`src/rtl/seconds_ones_counter.sv`:
```
// rtl/seconds_ones_counter.sv - seconds-ones BCD digit with 1 Hz prescaler, run/stop, clear and preset load
// Optional 7-segment output (active-low, registered) enabled by defining SECONDS_ONES_SEG7_EN.
module seconds_ones_counter #(
  parameter int CLK_FREQ = 50000000,
  parameter int TICK_HZ  = 1
) (
  input  logic       clock,
  input  logic       reset_n,
  input  logic       start_stop,
  input  logic       clear,
  input  logic       load,
  input  logic [3:0] load_value,
  output logic [3:0] bcd,
  output logic       tick,
  output logic       carry,
  output logic       running
`ifdef SECONDS_ONES_SEG7_EN
  ,
  output logic [6:0] seg
`endif
);

  localparam int DIV = CLK_FREQ / TICK_HZ;
  localparam int PW  = (DIV > 1) ? $clog2(DIV) : 1;
  localparam logic [PW-1:0] PRESC_MAX = PW'(DIV - 1);

  if (DIV < 2) begin : g_div_check
    $error("seconds_ones_counter: CLK_FREQ/TICK_HZ must be at least 2");
  end

  typedef enum logic {
    STOPPED = 1'b0,
    RUNNING = 1'b1
  } state_t;

  state_t        state;
  state_t        state_next;
  logic [PW-1:0] prescaler;
  logic [PW-1:0] prescaler_next;
  logic [3:0]    bcd_next;
  logic          tick_next;
  logic          carry_next;
  logic          wrap;

  always_ff @(posedge clock or negedge reset_n) begin
    if (!reset_n) begin
      state <= STOPPED;
    end else begin
      state <= state_next;
    end
  end

  // Priority is clear > load > count; start_stop toggles independently so
  // a wrap on the toggle edge still completes before the state changes.
  always_comb begin
    state_next     = state;
    prescaler_next = prescaler;
    bcd_next       = bcd;
    tick_next      = 1'b0;
    carry_next     = 1'b0;
    wrap           = (state == RUNNING) && (prescaler == PRESC_MAX);

    if (start_stop) begin
      state_next = (state == STOPPED) ? RUNNING : STOPPED;
    end

    if (clear) begin
      prescaler_next = '0;
      bcd_next       = 4'd0;
    end else if (load && (state == STOPPED)) begin
      if (load_value <= 4'd9) begin
        bcd_next       = load_value;
        prescaler_next = '0;
      end
    end else if (state == RUNNING) begin
      if (wrap) begin
        prescaler_next = '0;
        tick_next      = 1'b1;
        carry_next     = (bcd >= 4'd9);
        bcd_next       = (bcd >= 4'd9) ? 4'd0 : bcd + 4'd1;
      end else begin
        prescaler_next = prescaler + 1'b1;
      end
    end
  end

  always_ff @(posedge clock or negedge reset_n) begin
    if (!reset_n) begin
      prescaler <= '0;
      bcd       <= 4'd0;
      tick      <= 1'b0;
      carry     <= 1'b0;
      running   <= 1'b0;
    end else begin
      prescaler <= prescaler_next;
      bcd       <= bcd_next;
      tick      <= tick_next;
      carry     <= carry_next;
      running   <= (state_next == RUNNING);
    end
  end

`ifdef SECONDS_ONES_SEG7_EN
  logic [6:0] seg_next;

  // Segment order is {g,f,e,d,c,b,a}; a 0 lights the segment.
  always_comb begin
    seg_next = 7'b1111111;
    case (bcd)
      4'd0:    seg_next = 7'b1000000;
      4'd1:    seg_next = 7'b1111001;
      4'd2:    seg_next = 7'b0100100;
      4'd3:    seg_next = 7'b0110000;
      4'd4:    seg_next = 7'b0011001;
      4'd5:    seg_next = 7'b0010010;
      4'd6:    seg_next = 7'b0000010;
      4'd7:    seg_next = 7'b1111000;
      4'd8:    seg_next = 7'b0000000;
      4'd9:    seg_next = 7'b0010000;
      default: seg_next = 7'b1111111;
    endcase
  end

  always_ff @(posedge clock or negedge reset_n) begin
    if (!reset_n) begin
      seg <= 7'b1000000;
    end else begin
      seg <= seg_next;
    end
  end
`endif

endmodule

```
`config.mk`:
```
export PLATFORM = sky130hd
export DESIGN_NAME = seconds_ones_counter
export DESIGN_NICKNAME = d
export VERILOG_FILES = /design/src/rtl/seconds_ones_counter.sv
export SDC_FILE = /design/constraint.sdc
export NUM_CORES = 1
export LEC_CHECK = 0
export CORE_MARGIN = 2
export CORE_UTILIZATION = 51
export CTS_CLUSTER_DIAMETER = 150
export DETAILED_ROUTE_END_ITERATION = 8
export PLACE_DENSITY = 0.75
export SYNTH_ARGS = -nofsm -noshare
export SYNTH_HDL_FRONTEND = slang
export SYNTH_SLANG_ARGS = --single-unit
```
`constraint.sdc`:
```
create_clock -name clock -period 2 [get_ports clock]
set_input_delay 0.4 -clock clock [delete_from_list [all_inputs] [get_ports clock]]
set_output_delay 0.4 -clock clock [all_outputs]
set_load 0.005 [all_outputs]
```
# [Yosys cells after proc, flatten, opt, wreduce, memory -nomap -nowiden]
# Cells that the tools add are included.
[word_totals] out_inout_bits=7 elab_cells=38 regBits=33
[op_classes] n_mux=20 reduce_logical=6 addsub=2 bitwise_logic=1 n_lt_le_gt_ge=2 n_eq_ne=2
[op_table] op="$mux W26" n=5
[op_table] op="$add A26 B1 Y26 const B" n=1
[op_table] op="$eq A26 B26 Y1 const B" n=1
[op_table] op="$mux W4" n=6
[op_table] op="$mux W1" n=9
[op_table] op="$reduce_bool A3 Y1" n=2
[op_table] op="$add A4 B1 Y4 const B" n=1
[op_table] op="$ge A4 B4 Y1 const B" n=1
[op_table] op="$le A4 B4 Y1 const B" n=1
[op_table] op="$ne A3 B2 Y1 const B" n=1
[op_table] op="$reduce_and A3 Y1" n=1
[op_table] op="$logic_and A1 B1 Y1" n=2
[op_table] op="$reduce_and A2 Y1" n=1
[op_table] op="$not A1 Y1" n=1

# [Logic depth before layout (Yosys ltp)]
# Gate-level depths: netlist (run 1).
[logic_depth] depth_word=6 ltp_mapped=7

# [Least setup slack after synthesis (run 1)]
# Ideal clock, no wire load.
[synth_path] path_kind="register to register" startpoint="register prescaler[18]" endpoint="register prescaler[3]" path_buffers=2 synth_period_minus_slack_ps=1993 required_ps=1881 stages_incl_launch_ff=8 arrival_ps=1873 path_slack_ps=7 path_cell_list="dfrtp_1 -> nor4_1 -> nand4_1 -> or4_1 -> buf_2 -> a31oi_4 -> buf_6 -> nor2_1"
[synth_via] elab_chain_len=6
[synth_lines] element="start, declared" line="38" source="logic [PW-1:0] prescaler;"
[synth_lines] element="start signal, assigned" line="95" source="prescaler <= prescaler_next;"
[synth_lines] element="$eq A26 B26 Y1" line="61" source="wrap = (state == RUNNING) && (prescaler == PRESC_MAX);"
[synth_lines] element="$logic_and A1 B1 Y1" line="61"
[synth_lines] element="$mux W26" line="76" source="if (wrap) begin"
[synth_lines] element="$mux W26" line="75" source="end else if (state == RUNNING) begin"
[synth_lines] element="$mux W26" line="70" source="end else if (load && (state == STOPPED)) begin"
[synth_lines] element="$mux W26" line="67" source="if (clear) begin"
# Every way passes these cells. The select of a mux whose other input is x is not followed.
# A chain may end at the register's enable or synchronous reset.

# [Final worst setup path (run 1)]
[layout_path] startpoint="register prescaler[18]" endpoint="register prescaler[20]"
[layout_via] elab_chain_len=6
[layout_lines] element="branches (longest 2 deep; another with $add A26 B1 Y26)"
[layout_lines] element="$mux W26 (*)" line="76"
[layout_lines] element="$mux W26 (*)" line="75"
[layout_lines] element="$mux W26 (*)" line="70"
[layout_lines] element="$mux W26 (*)" line="67"
# Mark *: on every way between the ends. The select of a mux whose other input is x is not followed.

==> results.yml, run 1 <==
power:
  leakagePower_nw: 1.09
  powerDensity_nw_per_um2: 706
  ir_drop_uv: 593
finish:
  nFillCells: 277
  finalNonFillerCells: 287
  drive_gt1_frac: 0.237
  final_nets: 253
  utilization: 0.714
  n_antenna_cell: 0
  finalInstanceArea_um2: 2400
  multiInputGateArea_um2: 982
  area.growth.synth_to_final_pct: 33.4
  final_cell_mix: "35 x buf_4, 33 x dfrtp_1, 28 x nor2_1, 20 x xor2_1, 17 x nand2_1"
  final_common_cell: "buf_4"
  area.sequential_um2: 826
worst_setup_path:
  endpoint_kind: "register"
  worstPathMaxFanout: 23
  worst_setup_path_start_kind: "register"
  crit_path_max_incr_delay_ps: 610
  path_class: "register to register"
  required_ps: 2220
  cp_num_buf_inv: 1
  crit_family: "simple AND/OR/NAND/NOR gates"
  crit_chain: "nor4_2 -> nand4_1 -> or4_4 -> a31oi_4 -> buf_12 -> nor2_1"
  cpMaxStageDelayCell: "or4_4"
  critPathArrivalTime_ps: 2250
drt:
  first_pass_iters: 4
  ant_nets: 0
  wl_um: 4340
  drcViolationCount: 0
  via_per_inst: 5.60
  routedWlPerCell_um: 15.1
  vias: 1607
  dr.first_iter.drc_count: 81
cts:
  htree_levels: 2
  clk-insertion-delay-late_ps: 330
  cts_tree: "built"
  numCtsBuffers: 5
  ctsRootBufferMaster: "clkbuf_4"
  cts.clk_slew.worst_paths_ps: 100
  postCtsHoldBufs: 0
  cts_buffer_depth: 2
  clock_sinks: 33
logic_synthesis:
  postSynthAreaPerCell_um2: 9.73
  netlist_area_um2: 1800
  ys_ff_latch: 33
  synth_top_flop_cell: "dfrtp_1"
  syn_inst: 185
  ys_seq_area_frac: 0.459
  synth_edf_count: 0
  async_reset_ff_frac: 1.00
  synth_cell_types: 37
  yosys.area.top_type_share: 0.459
  ys_top_cells_by_area: "dfrtp_1 46%, xor2_1 9.7%, nor2_1 5.8%"
  synth_top_area_cell: "dfrtp_1"
  syn_nets: 198
  synth_warnings: 0
die:
  die_width_um: 63.4
  start_util: 0.535
  design.core.area_um2: 3360
  fp-row-count: 21
  die_area_um2: 4020
  io_pins: 16
  die_h_um: 63.4
grt:
  grt_pass1_vias: 1663
  grt_max_degree: 34
  grt_antenna_before_repair: 0
  track_usage: 0.241
  grt_pass1_wl_um: 7570
  grt_overflow_total: 0
placement:
  dp_hpwl_um: 3130
  placed_area_um2: 2240
  gp_congestion: 0.833
  dpl.cell_count: 276
  pre_cts_slack_ps: -240
  portBuffers: 15
sta:
  finalSetupViolations: 25
  hold_violations: 0
  rsz0062_at_grt: "yes"
  period_share: 1.01
  finalCriticalPeriod_ps: 2030
  slew_viol_final: 0
  fmax_mhz: 493
  fin_ws_ps: -29.5
  maxSlewHeadroom: 0.699
  worst_slew_pin_slew_ps: 448
  setup_tns_ps: -606
  fin_skew_ps: 8.37
min_path:
  hp-class: "input port to asynchronous set/reset pin"
status:
  run_status: "finished, violations left"
  failed_checks: "negative setup slack"
job:
  maxCapViolCount: 0
timing repair:
item | in CTS | in global routing
endpoints found under the setup margin | 28 | 28
pin swaps | 2 | 9
endpoints found under the hold margin | 0 | 0
resized for setup | 4 | 8
buffers inserted | 1 | 2
state kept, by name (all words and copies together) (netlist names):
signal     flops
carry          1
bcd            4
prescaler     26
running        1
tick           1
Yosys cell counts, drive strengths merged (4+ instances only):
| library cell | n |
|---|---|
| dfrtp | 33 |
| nand4 | 7 |
| nand3 | 13 |
| inv | 6 |
| ha | 4 |
| o31ai | 4 |
| o21ai | 5 |
| xnor2 | 5 |
| nor3 | 5 |
| xor2 | 20 |
| nand2 | 18 |
| nor2 | 28 |
| and3 | 5 |
layer usage:
layer / GRT usage / vias to the layer above / routed length, um
li1: - / 763 / -
met1: 0.288 / 782 / 1840
met2: 0.417 / 54 / 2240
met3: 0.0536 / 8 / 188
met4: 0.103 / 0 / 74
met5: 0 / - / 0
stage by stage:
stage | hold WS, ps | total power [mW]
floorplan | 104 | 1.01
global placement | 522 | 1.19
detailed placement | 532 | 1.21
CTS | 448 | 1.66
global route | 475 | 1.79
finish | 456 | 1.70
kinds of logic (layout without fill, tap and decap cells):
kind of cell               after synthesis  after routing  synth area share
AOI/OAI and AO/OA                       20             20            0.0917
buffers and inverters                   10             66            0.0299
adders and majority gates                4              4            0.0278
xor gates and xnor gates                25             25             0.122
and+or+nand+nor                         93             93             0.270
DFF                                     33             33             0.459
power by group:
| group | total (mW) | leakage (nW) | internal, mW | switching [mW] |
|---|---|---|---|---|
| Clock | 0.428 | 0.0413 | 0.204 | 0.225 |
| Combinational | 0.502 | 0.590 | 0.236 | 0.266 |
| Sequential | 0.766 | 0.456 | 0.710 | 0.0560 |
| Total | 1.70 | 1.09 | 1.15 | 0.546 |
final cells by class:
| cell class | count | area share |
|---|---|---|
| timing repair buffer | 52 | 0.185 |
| tap | 46 | 0.0240 |
| clock inverter | 1 | 0.00208 |
| clock buffer | 7 | 0.0271 |
| multi-input combinational | 142 | 0.409 |
| inverter | 6 | 0.00938 |
| sequential | 33 | 0.344 |
worst paths after layout:
| check | to | depth (start not counted) | start | slack (ps) |
|---|---|---|---|---|
| min | prescaler[11]$_DFFE_PN0P_ | 2 | reset_n | 460 |
| min reg2reg | prescaler[0]$_DFFE_PN0P_ | 1 | prescaler[0]$_DFFE_PN0P_ | 550 |
| max in group asynchronous | prescaler[20]$_DFFE_PN0P_ | 2 | reset_n | 1250 |
| max reg2reg | prescaler[20]$_DFFE_PN0P_ | 6 | prescaler[18]$_DFFE_PN0P_ | -30 |
| max | prescaler[20]$_DFFE_PN0P_ | 6 | prescaler[18]$_DFFE_PN0P_ | -30 |
| min in group clock | prescaler[0]$_DFFE_PN0P_ | 1 | prescaler[0]$_DFFE_PN0P_ | 550 |
Note: power is estimated with default switching activity, not from simulation.
==> run 2: changes to the inputs <==
--- a/config.mk
+++ b/config.mk
@@ -5,7 +5,6 @@
 export SDC_FILE = /design/constraint.sdc
 export NUM_CORES = 1
 export LEC_CHECK = 0
-export CORE_MARGIN = 2
 export CORE_UTILIZATION = 51
 export CTS_CLUSTER_DIAMETER = 150
 export DETAILED_ROUTE_END_ITERATION = 8
==> run 2 against run 1 <==
Compared with the run above:
- the flow still finishes with violations (negative setup slack)
- critical path depth grew 1
- count of clock-buffer cells in the layout is the same
- first-iteration DRC count down 4.9%
- register-to-register slack better by 20 ps
- clock power shrank 11%
- combinational power decreased by 1%
- power down 3.3%
- final cell count down 0.35%
- core utilization shrank 0.60 points
- largest cell class unchanged
- highest routed layer unchanged
==> results.yml, run 2 (synthesis gave the netlist of run 1 again) <==
die:
  start_util: 0.535
  io_pins: 16
  die_h_um: 61.4
  die_area_um2: 3770
  die_width_um: 61.4
  design.core.area_um2: 3360
  fp-row-count: 21
worst_setup_path:
  endpoint_kind: "register"
  crit_family: "compound AO/OA/AOI/OAI gates"
  critPathMostFrequentCell: "buf_4"
  cpMaxStageDelayCell: "dfrtp_1"
  critPathArrivalTime_ps: 2240
  worstRegToRegCells: 7
  crit_chain: "nor4_2 -> nand4_1 -> buf_4 -> o41ai_4 -> buf_4 -> o21ai_1 -> a22o_1"
  path_depth: 7
  required_ps: 2230
  worstPathMaxFanout: 3
  cp_num_buf_inv: 2
  worst_setup_path_start_kind: "register"
  crit_path_max_incr_delay_ps: 400
  path_class: "register to register"
cts:
  htree_levels: 2
  clock_sinks: 33
  cts_buffer_depth: 2
  clk-insertion-delay-late_ps: 340
  ctsRootBufferMaster: "clkbuf_4"
  cts_tree: "built"
  numCtsBuffers: 5
  postCtsHoldBufs: 0
  cts.clk_slew.worst_paths_ps: 100
sta:
  fin_ws_ps: -12.2
  worst_slew_pin_slew_ps: 424
  fin_skew_ps: 7.50
  slew_viol_final: 0
  hold_violations: 0
  fmax_mhz: 497
  finalCriticalPeriod_ps: 2010
  period_share: 1.01
  maxSlewHeadroom: 0.717
  rsz0062_at_grt: "yes"
  finalSetupViolations: 1
finish:
  n_antenna_cell: 0
  drive_gt1_frac: 0.213
  finalNonFillerCells: 286
  final_common_cell: "buf_4"
  final_nets: 253
  utilization: 0.708
  largest_reg_flops: 26
  nFillCells: 284
  largestRegisters: "prescaler: 26 flops, bcd: 4 flops"
  area.growth.synth_to_final_pct: 32.3
  top_register: "prescaler"
  finalInstanceArea_um2: 2380
  final_cell_mix: "35 x buf_4, 33 x dfrtp_1, 28 x nor2_1, 20 x xor2_1, 18 x nand2_1"
grt:
  grt_pass1_vias: 1570
  grt_overflow_total: 0
  grt_max_degree: 34
  track_usage: 0.245
  grt_pass1_wl_um: 6690
  grt_antenna_before_repair: 0
drt:
  routedWlPerCell_um: 14.9
  first_pass_iters: 4
  ant_nets: 0
  vias: 1631
  drcViolationCount: 0
  via_per_inst: 5.70
  wl_um: 4250
  dr.first_iter.drc_count: 77
placement:
  dp_hpwl_um: 3060
  dpl.cell_count: 277
  pre_cts_slack_ps: -222
  portBuffers: 15
  gp_congestion: 0.839
  placed_area_um2: 2250
status:
  run_status: "finished, violations left"
  failed_checks: "negative setup slack"
job:
  maxCapViolCount: 0
min_path:
  hp-class: "input port to asynchronous set/reset pin"
power:
  p_total_mw: 1.64
  leakagePower_nw: 1.10
  ir_drop_uv: 518
  powerDensity_nw_per_um2: 689
run 2: per-layer routing:
layer,vias up,share of wire,GRT usage
met2,54,0.51,0.424
met1,805,0.43,0.290
met5,-,0,0
met4,0,0.022,0.111
li1,762,-,-
met3,10,0.043,0.0567
run 2: what timing repair did:
item / 4_1_cts / 5_1_grt
endpoints found under the setup margin: 28 / 28
pin swaps: 2 / 0
resized for setup: 4 / 5
setup buffers: 0 / 2
run 2: power breakdown:
part	internal (mW)	total [mW]	switching [mW]
clock network	0.166	0.380	0.214
registers	0.710	0.765	0.0553
logic	0.231	0.495	0.264
run 2: worst reg2reg max path: stages (launching register included):
cell	delay, ps
dfrtp_1	400
nor4_2	280
nand4_1	170
buf_4	190
o41ai_4	340
buf_4	170
o21ai_1	110
a22o_1	260
run 2: final cells by class:
type	instances	area (um2)	share of cell area
flip-flops and latches	33	826	0.347
well taps	46	57.6	0.0242
repair buffers	52	444	0.186
inverters	6	22.5	0.00945
clock buffers	7	55.1	0.0231
multi-input cells	142	977	0.410
run 2: path summary, 6_finish.rpt:
path                                            from                       end  slack, ps
max                        prescaler[18]$_DFFE_PN0P_        bcd[3]$_DFFE_PN0P_        -10
min                                          reset_n  prescaler[7]$_DFFE_PN0P_        460
max reg2reg                prescaler[18]$_DFFE_PN0P_        bcd[3]$_DFFE_PN0P_        -10
min reg2reg                 prescaler[0]$_DFFE_PN0P_  prescaler[0]$_DFFE_PN0P_        560
max in group asynchronous                    reset_n            tick$_DFF_PN0_       1240
min in group clock          prescaler[0]$_DFFE_PN0P_  prescaler[0]$_DFFE_PN0P_        560
run 2: per-stage QoR:
step           hold WS, ps  setup TNS, ps
4_1_cts                462         -0.349
6_report               458          -12.2
2_1_floorplan          104              0
3_5_place_dp           546          -4720
5_1_grt                495           -761
3_3_place_gp           522          -3710
==> run 3: changes to the inputs <==
--- a/config.mk
+++ b/config.mk
@@ -8,7 +8,8 @@
 export CORE_UTILIZATION = 51
 export CTS_CLUSTER_DIAMETER = 150
 export DETAILED_ROUTE_END_ITERATION = 8
-export PLACE_DENSITY = 0.75
+export PLACE_DENSITY = 0.76
+export REMOVE_ABC_BUFFERS = 1
 export SYNTH_ARGS = -nofsm -noshare
 export SYNTH_HDL_FRONTEND = slang
 export SYNTH_SLANG_ARGS = --single-unit
==> run 3 against run 2 <==
Compared with the run above:
- the run now ends clean
- design area is 2.5% higher
- combinational power decreased by 4.8%
- count of clock-buffer cells in the layout shrank 2
- hold slack about the same
- worst setup slack better by 78 ps
- core utilization grew 1.7 points
- power rose by 14%
- critical path type is now input port to register
- largest cell class unchanged
- highest routed layer unchanged
==> results.yml, run 3 (synthesis gave the netlist of run 1 again) <==
worst_setup_path:
  cp_num_buf_inv: 2
  regToRegStartpoint: "prescaler[0]$_DFFE_PN0P_"
  required_ps: 2240
  critPathArrivalTime_ps: 2170
  endpoint_kind: "register"
  worst_setup_path_start_kind: "input port"
  crit_family: "buffers and inverters"
  r2r-end: "bcd[1]$_DFFE_PN0P_"
  worstRegToRegCells: 6
  path_depth: 7
  path_class: "input port to register"
  crit_path_max_incr_delay_ps: 470
  r2r_setup_slack_ps: 70
  crit_chain: "clkdlybuf4s50_1 -> or3b_1 -> a31oi_2 -> buf_4 -> nand3_1 -> xor2_1 -> nor2_1"
  worstPathMaxFanout: 8
  cpMaxStageDelayCell: "clkdlybuf4s50_1"
power:
  swShare: 0.294
  p_total_mw: 1.87
  powerDensity_nw_per_um2: 768
  internal_power_mw: 1.32
  pwr-share-seq: 0.412
  ir_drop_uv: 531
  switchingPower_mw: 0.552
  p_clk_frac: 0.336
  pwr-share-comb: 0.251
  leakagePower_nw: 1.13
cts:
  numCtsBuffers: 5
  clock_sinks: 33
  ctsRootBufferMaster: "clkbuf_4"
  postCtsHoldBufs: 0
  cts_tree: "built"
  clk-insertion-delay-late_ps: 340
  htree_levels: 2
  cts.clk_slew.worst_paths_ps: 100
  cts_buffer_depth: 2
placement:
  gp_congestion: 0.867
  pre_cts_slack_ps: -246
  portBuffers: 15
  dp_hpwl_um: 3030
  placed_area_um2: 2230
  dpl.cell_count: 274
job:
  maxCapViolCount: 0
die:
  design.core.area_um2: 3360
  fp-row-count: 21
  die_width_um: 61.4
  start_util: 0.535
  die_area_um2: 3770
  io_pins: 16
  die_h_um: 61.4
drt:
  ant_nets: 0
  wl_um: 4390
  dr.first_iter.drc_count: 51
  vias: 1636
  first_pass_iters: 4
  drcViolationCount: 0
  via_per_inst: 5.68
  routedWlPerCell_um: 15.2
sta:
  rsz0062_at_grt: "yes"
  fin_skew_ps: 4.40
  fmax_mhz: 517
  hold_violations: 0
  hold_slack_ps: 458
  finalSetupViolations: 0
  fin_ws_ps: 65.5
  slew_viol_final: 0
  setup_tns_ps: 0
  period_share: 0.967
  worst_slew_pin_slew_ps: 431
  maxSlewHeadroom: 0.713
  finalCriticalPeriod_ps: 1930
grt:
  grt_antenna_before_repair: 0
  grt_max_degree: 34
  grt_pass1_vias: 1580
  track_usage: 0.266
  grt_pass1_wl_um: 7160
  grt_overflow_total: 0
min_path:
  hp-class: "input port to asynchronous set/reset pin"
finish:
  n_antenna_cell: 0
  top_register: "prescaler"
  nFillCells: 262
  drive_gt1_frac: 0.227
  area.growth.synth_to_final_pct: 35.6
  largestRegisters: "prescaler: 26 flops, bcd: 4 flops"
  final_common_cell: "buf_4"
  final_nets: 254
  finalNonFillerCells: 288
  final_cell_mix: "36 x buf_4, 33 x dfrtp_1, 28 x nor2_1, 20 x xor2_1, 18 x nand2_1"
  utilization: 0.726
  finalInstanceArea_um2: 2440
  largest_reg_flops: 26
status:
  run_status: "finished clean"
run 3: cell count changes in the layout (fill, tap and decap cells not counted), sizes merged:
| cell | delta |
|---|---|
| clkinv | +1 |
| clkbuf | -2 |
| bufinv | +2 |
| buf | +1 |
run 3: layout make-up:
type,count,area [um2],area share
Timing Repair Buffer,53,452,0.185
Inverter,6,22.5,0.00923
Multi-Input combinational cell,142,981,0.402
Tap cell,46,57.6,0.0236
Clock inverter,3,65.1,0.0267
Clock buffer,5,37.5,0.0154
Sequential cell,33,826,0.338
run 3: how the worst max path moves through the flow:
stage,start,to,slack (ps)
2_1_floorplan,prescaler[18]$_DFFE_PN0P_,prescaler[10]$_DFFE_PN0P_,-120
3_3_place_gp,load,prescaler[23]$_DFFE_PN0P_,-190
3_5_place_dp,load,prescaler[23]$_DFFE_PN0P_,-250
4_1_cts,prescaler[9]$_DFFE_PN0P_,bcd[3]$_DFFE_PN0P_,6
5_1_grt,bcd[1]$_DFFE_PN0P_,bcd[3]$_DFFE_PN0P_,-60
6_report,load,prescaler[9]$_DFFE_PN0P_,70
run 3: what timing repair did:
action,4_1_cts,5_1_grt
setup endpoints to repair,27,28
pin swaps,3,9
endpoints found under the hold margin,0,0
gates resized for setup,6,4
setup buffers,2,4
run 3: per-layer routing:
metal / track usage / vias to the layer above / part of all wire
met1: 0.327 / 805 / 0.41
li1: - / 767 / -
met4: 0.127 / 0 / 0.031
met3: 0.0546 / 15 / 0.041
met5: 0 / - / 0
met2: 0.450 / 49 / 0.51
run 3: power groups by stage:
stage / Sequential, mW / Combinational (mW) / Clock (mW)
6_report: 0.773 / 0.471 / 0.630
5_1_grt: 0.781 / 0.523 / 0.667
4_1_cts: 0.770 / 0.445 / 0.635
3_5_place_dp: 0.782 / 0.426 / 0
3_3_place_gp: 0.778 / 0.404 / 0
2_1_floorplan: 0.778 / 0.202 / 0
